$ cat src/rtl/counter_updown_mod_if.sv
// Control/status bundle for counter_updown_mod: step controls in, count and event flags out.
interface counter_updown_mod_if #(
    parameter int unsigned WIDTH = 8
);
    logic             en;
    logic             up;
    logic             load;
    logic [WIDTH-1:0] load_data;
    logic [WIDTH-1:0] max_value;
    logic             sat;
    logic             ovf_clr;
    logic [WIDTH-1:0] count;
    logic             tc;
    logic             wrap;
    logic             ovf;

    modport master (
        output en, up, load, load_data, max_value, sat, ovf_clr,
        input  count, tc, wrap, ovf
    );

    modport slave (
        input  en, up, load, load_data, max_value, sat, ovf_clr,
        output count, tc, wrap, ovf
    );
endinterface

$ cat src/rtl/counter_updown_mod.sv
// N-bit up/down counter with programmable terminal value, load, wrap pulse and sticky overflow.
// Saturate mode is compiled in only when COUNTER_UPDOWN_SAT_EN is defined; otherwise it always wraps.
module counter_updown_mod #(
    parameter int unsigned     WIDTH       = 8,
    parameter logic [WIDTH-1:0] RESET_VALUE = '0
) (
    input logic                  clk,
    input logic                  reset,
    counter_updown_mod_if.slave  bus
);
    logic [WIDTH-1:0] count_q, count_d;
    logic             wrap_q, wrap_d;
    logic             ovf_q, ovf_d;
    logic             sat_mode;
    logic             at_top;
    logic             at_zero;
    logic             end_evt;

`ifdef COUNTER_UPDOWN_SAT_EN
    assign sat_mode = bus.sat;
`else
    logic unused_sat;
    assign unused_sat = bus.sat;
    assign sat_mode   = 1'b0;
`endif

    assign at_top  = (count_q >= bus.max_value);
    assign at_zero = (count_q == '0);
    assign end_evt = bus.en & ~bus.load & (bus.up ? at_top : at_zero);

    always_comb begin
        count_d = count_q;
        if (bus.load) begin
            count_d = (bus.load_data > bus.max_value) ? bus.max_value : bus.load_data;
        end else if (bus.en) begin
            if (bus.up) begin
                if (at_top) count_d = sat_mode ? bus.max_value : '0;
                else        count_d = count_q + WIDTH'(1);
            end else begin
                // Above range while counting down: snap to the terminal value, no end event.
                if (count_q > bus.max_value) count_d = bus.max_value;
                else if (at_zero)            count_d = sat_mode ? '0 : bus.max_value;
                else                         count_d = count_q - WIDTH'(1);
            end
        end
    end

    // Set beats clear on the sticky flag.
    assign wrap_d = end_evt & ~sat_mode;
    assign ovf_d  = end_evt | (ovf_q & ~bus.ovf_clr);

    always_ff @(posedge clk) begin
        if (reset) begin
            count_q <= RESET_VALUE;
            wrap_q  <= 1'b0;
            ovf_q   <= 1'b0;
        end else begin
            count_q <= count_d;
            wrap_q  <= wrap_d;
            ovf_q   <= ovf_d;
        end
    end

    assign bus.count = count_q;
    assign bus.wrap  = wrap_q;
    assign bus.ovf   = ovf_q;
    assign bus.tc    = end_evt & ~reset;
endmodule
$ cat src/flat_wrapper.sv
// flat-port wrapper written by rule: the top's interface ports become plain ports
module counter_updown_mod_flat 
#(
    parameter int unsigned     WIDTH       = 8,
    parameter logic [WIDTH-1:0] RESET_VALUE = '0
)
  (clk, reset, bus_en, bus_up, bus_load, bus_load_data, bus_max_value, bus_sat, bus_ovf_clr, bus_count, bus_tc, bus_wrap, bus_ovf);
  counter_updown_mod_if #(.WIDTH(WIDTH)) bus_i ();
  input logic clk;
  input logic reset;
  input wire logic [$bits(bus_i.en)-1:0] bus_en;
  input wire logic [$bits(bus_i.up)-1:0] bus_up;
  input wire logic [$bits(bus_i.load)-1:0] bus_load;
  input wire logic [$bits(bus_i.load_data)-1:0] bus_load_data;
  input wire logic [$bits(bus_i.max_value)-1:0] bus_max_value;
  input wire logic [$bits(bus_i.sat)-1:0] bus_sat;
  input wire logic [$bits(bus_i.ovf_clr)-1:0] bus_ovf_clr;
  output wire logic [$bits(bus_i.count)-1:0] bus_count;
  output wire logic [$bits(bus_i.tc)-1:0] bus_tc;
  output wire logic [$bits(bus_i.wrap)-1:0] bus_wrap;
  output wire logic [$bits(bus_i.ovf)-1:0] bus_ovf;
  assign bus_i.en = bus_en;
  assign bus_i.up = bus_up;
  assign bus_i.load = bus_load;
  assign bus_i.load_data = bus_load_data;
  assign bus_i.max_value = bus_max_value;
  assign bus_i.sat = bus_sat;
  assign bus_i.ovf_clr = bus_ovf_clr;
  assign bus_count = bus_i.count;
  assign bus_tc = bus_i.tc;
  assign bus_wrap = bus_i.wrap;
  assign bus_ovf = bus_i.ovf;
  counter_updown_mod #(.WIDTH(WIDTH), .RESET_VALUE(RESET_VALUE)) u_core (.clk(clk), .reset(reset), .bus(bus_i));
endmodule
$ cat config.mk
export PLATFORM = sky130hd
export DESIGN_NAME = counter_updown_mod_flat
export DESIGN_NICKNAME = d
export VERILOG_FILES = /design/src/rtl/counter_updown_mod_if.sv /design/src/rtl/counter_updown_mod.sv /design/src/flat_wrapper.sv
export SDC_FILE = /design/constraint.sdc
export NUM_CORES = 1
export LEC_CHECK = 0
export BUFFER_PORTS_ARGS = -buffer_cell sky130_fd_sc_hd__buf_2
export CORE_MARGIN = 5
export CORE_UTILIZATION = 45
export CTS_CLUSTER_DIAMETER = 80
export DETAILED_ROUTE_END_ITERATION = 12
export PLACE_DENSITY = 0.76
export SYNTH_ARGS = -nofsm -noshare
export SYNTH_HDL_FRONTEND = slang
export SYNTH_SLANG_ARGS = --single-unit
$ cat constraint.sdc
create_clock -name clk -period 2.32 [get_ports clk]
set_input_delay 0.116 -clock clk [delete_from_list [all_inputs] [get_ports clk]]
set_output_delay 0.116 -clock clk [all_outputs]
set_load 0.005 [all_outputs]
==> results.json <==
{
  "status": "finished clean",
  "rsz0062_at_grt": "false",
  "ff2ff_setup_slack_ns": 0.17,
  "async_flop_share_pct": 0,
  "num_io_pins": 34,
  "die_w_um": 67.4,
  "timing.rr.start": "u_core.bus.count[0]$_SDFFE_PP0P_",
  "ant_nets": 0,
  "setup_violations": 0,
  "worstHoldStart": "bus_max_value[5]",
  "cts.sinks": 10,
  "antenna_found_initial": 0,
  "grt_usage_pct": 19.2,
  "cp.depth": 9,
  "cts.hold.buffers_added": 0,
  "synth.most_common_cell": "nand2_1",
  "cts_resized": 0,
  "clockRootBuffer": "clkbuf_4",
  "worstMarginPinSlew_ns": 0.792,
  "htreeDepth": 1,
  "grt.busiest_layer": "met2",
  "post-cts-setup-buffers": 0,
  "cts_tree": "done",
  "synth.yosys.seq_area_share_pct": 13.5,
  "regArea_um2": 201,
  "synth_area_leaders": "ha_1 16%, dfxtp_1 14%, nand2_1 5.3%",
  "fill_cells": 312,
  "nets": 280,
  "synth_ff_type": "dfxtp_1",
  "maxCapViolCount": 0,
  "cp_slowest_cell": "dfxtp_2",
  "max_slew_margin_pct": 46.8,
  "vias_per_cell": 5.69,
  "cts_buffer_depth": 2,
  "path_clk_slew_ns": 0.08,
  "fin_tns_setup_ns": 0,
  "grt_pass1_vias": 1522,
  "met2_usage_pct": 32.3,
  "regToRegEndpoint": "u_core.bus.count[2]$_SDFFE_PP0P_",
  "overflow": 0,
  "antenna_cells": 0,
  "vias": 1598,
  "peakVddDrop_mv": 0.208,
  "layout-drive-gt1-share_pct": 28.7,
  "post-dp-hpwl_um": 3390,
  "crit_buf_inv": 3,
  "critPathTopFamily": "buffers and inverters",
  "synth_edf_count": 0,
  "multi_input_area_um2": 1200,
  "synth_nets": 234,
  "grt_first_pass_wirelength_um": 6730,
  "wl_um": 4140,
  "cp.arrival_ns": 2.04,
  "drc": 0,
  "clk_latency_ns": 0.28,
  "grt_max_degree": 11,
  "gr-usage-met1_pct": 24.8,
  "max_stage_delay_ns": 0.36,
  "crit_fanout": 6,
  "synth_cell_types": 53,
  "finalMaxSlewViolations": 0,
  "area_delta_synth_final_pct": 22.1,
  "drt_first_pass_iters": 4,
  "holdCritPathClass": "in -> reg",
  "worstHoldPathCells": 3,
  "synthTopCellsByCount": "21 x nand2_1, 19 x ha_1, 16 x inv_1",
  "hold_end": "u_core.bus.count[5]$_SDFFE_PP0P_",
  "cp_data_required_time_ns": 2.20,
  "path_common_cell": "buf_4",
  "numCtsBuffers": 3,
  "placeableCoreArea_um2": 3100,
  "drt_iter0_drc": 90,
  "crit_chain": "ha_1, nor2b_1, o211ai_1, a21oi_1, buf_4, nor3_1, buf_4, nor2_1, buf_2",
  "finClkSkew_ns": 0.00548,
  "min_period_ns": 2.16,
  "powerDensity_nw_per_um2": 467,
  "power_leakage_nw": 0.894,
  "gp_congestion": 0.862,
  "critical_path_class": "reg -> out",
  "ys_ff_latch": 10,
  "yosysTopAreaCellShare_pct": 16.0,
  "p_total_uw": 846,
  "dieArea_um2": 4540,
  "finalHoldViolCount": 0,
  "yosysWarnings": 0,
  "die_y_um": 67.4,
  "wl_per_cell_um": 14.7,
  "end_kind": "output pin",
  "synthesis.area_um2": 1480,
  "start_util_pct": 47.8,
  "syn_area_per_cell_um2": 7.72,
  "fmaxAchievable_mhz": 464,
  "cp-start-kind": "flip-flop",
  "rows": 20,
  "reg2reg_depth": 8,
  "syn-instance-count": 192,
  "numPortBuffers": 32,
  "synth_top_cell_by_area": "ha_1",
  "fin_crit_sh_pct": 93.0,
  "met3_usage_pct": 2.00
}
flip-flops by register name (all words and copies together) (netlist names):
register	flops
u_core.bus.ovf	1
u_core.bus.count	8
u_core.bus.wrap	1
where the power goes:
group | internal [mW] | switching, mW
Combinational | 0.213 | 0.259
Clock | 0.0956 | 0.0756
Sequential | 0.190 | 0.0124
worst register-to-register path, delay by kind of cell (launching register included):
kind	cells	cell delay [ns]
adder cells (fa/ha/maj)	1	0.25
AO/OA/AOI/OAI	3	0.38
buffers and inverters	1	0.15
AND/OR/NAND/NOR	3	0.93
flip-flops	1	0.31
through the flow:
step / setup slack [ns] / area [um^2] / hold WS [ns] / instances / util, %
2_1_floorplan: 0.158 / 1480 / 0.240 / 192 / -
3_3_place_gp: 0.212 / 1770 / 0.366 / 277 / 57.1
3_5_place_dp: 0.170 / 1770 / 0.370 / 277 / 57.1
4_1_cts: 0.109 / 1810 / 0.0764 / 281 / 58.2
5_1_grt: 0.0394 / 1810 / 0.0937 / 281 / 58.3
6_report: 0.164 / 1810 / 0.0799 / 281 / 58.3
cell families (layout without fill, tap and decap cells):
kind of cell	after synthesis	count (layout)	share of synthesized area, %
AO/OA/AOI/OAI	56	56	27.9
XOR/XNOR	5	5	2.95
adder cells (fa/ha/maj)	19	19	16.0
buffers and inverters	20	65	5.74
flip-flops	10	10	13.5
multiplexers	7	7	4.89
AND/OR/NAND/NOR	75	75	28.9
layout make-up:
| class | count | area share (%) |
|---|---|---|
| multi-input combinational | 162 | 66.3 |
| timing repair buffer | 45 | 14.2 |
| sequential | 10 | 11.1 |
| inverter | 16 | 3.32 |
| tap | 44 | 3.04 |
| clock buffer | 4 | 2.00 |
cells in the final DEF (no fill, tap or decap), types with 2 or more instances in the layout:
cell type | synthesis | layout
nand3_1 | 11 | 11
o2bb2ai_1 | 2 | 2
dfxtp_1 | 10 | 9
nand4_1 | 3 | 3
a31oi_1 | 4 | 4
o211ai_1 | 3 | 3
a211oi_1 | 2 | 2
o221a_2 | 3 | 3
a21oi_1 | 13 | 13
nand3b_1 | 2 | 2
buf_4 | 0 | 13
clkbuf_4 | 0 | 3
inv_1 | 16 | 16
nand2_1 | 21 | 20
a21o_1 | 3 | 3
a22oi_1 | 2 | 2
buf_2 | 2 | 32
nor3_1 | 7 | 7
o22ai_1 | 4 | 4
nand2_2 | 1 | 2
ha_1 | 19 | 19
o21ai_1 | 4 | 4
mux2i_1 | 5 | 5
o21ai_0 | 5 | 5
xnor2_1 | 5 | 5
nor2_1 | 14 | 14
nor2b_1 | 3 | 3
layer usage:
metal / vias up / wire, um
li1: 812 / -
met1: 724 / 1850
met2: 55 / 1970
met3: 7 / 243
met4: 0 / 75
met5: - / 0
how the worst max path moves through the flow:
stage / startpoint / endpoint / slack, ns
4_1_cts: u_core.bus.count[1]$_SDFFE_PP0P_ / bus_tc / 0.11
3_5_place_dp: u_core.bus.count[1]$_SDFFE_PP0P_ / u_core.bus.count[2]$_SDFFE_PP0P_ / 0.17
5_1_grt: u_core.bus.count[0]$_SDFFE_PP0P_ / bus_tc / 0.04
6_report: u_core.bus.count[1]$_SDFFE_PP0P_ / bus_tc / 0.16
2_1_floorplan: u_core.bus.count[0]$_SDFFE_PP0P_ / u_core.bus.count[2]$_SDFFE_PP0P_ / 0.16
3_3_place_gp: bus_max_value[3] / u_core.bus.count[2]$_SDFFE_PP0P_ / 0.21
Power figures use the tool's default switching activity.
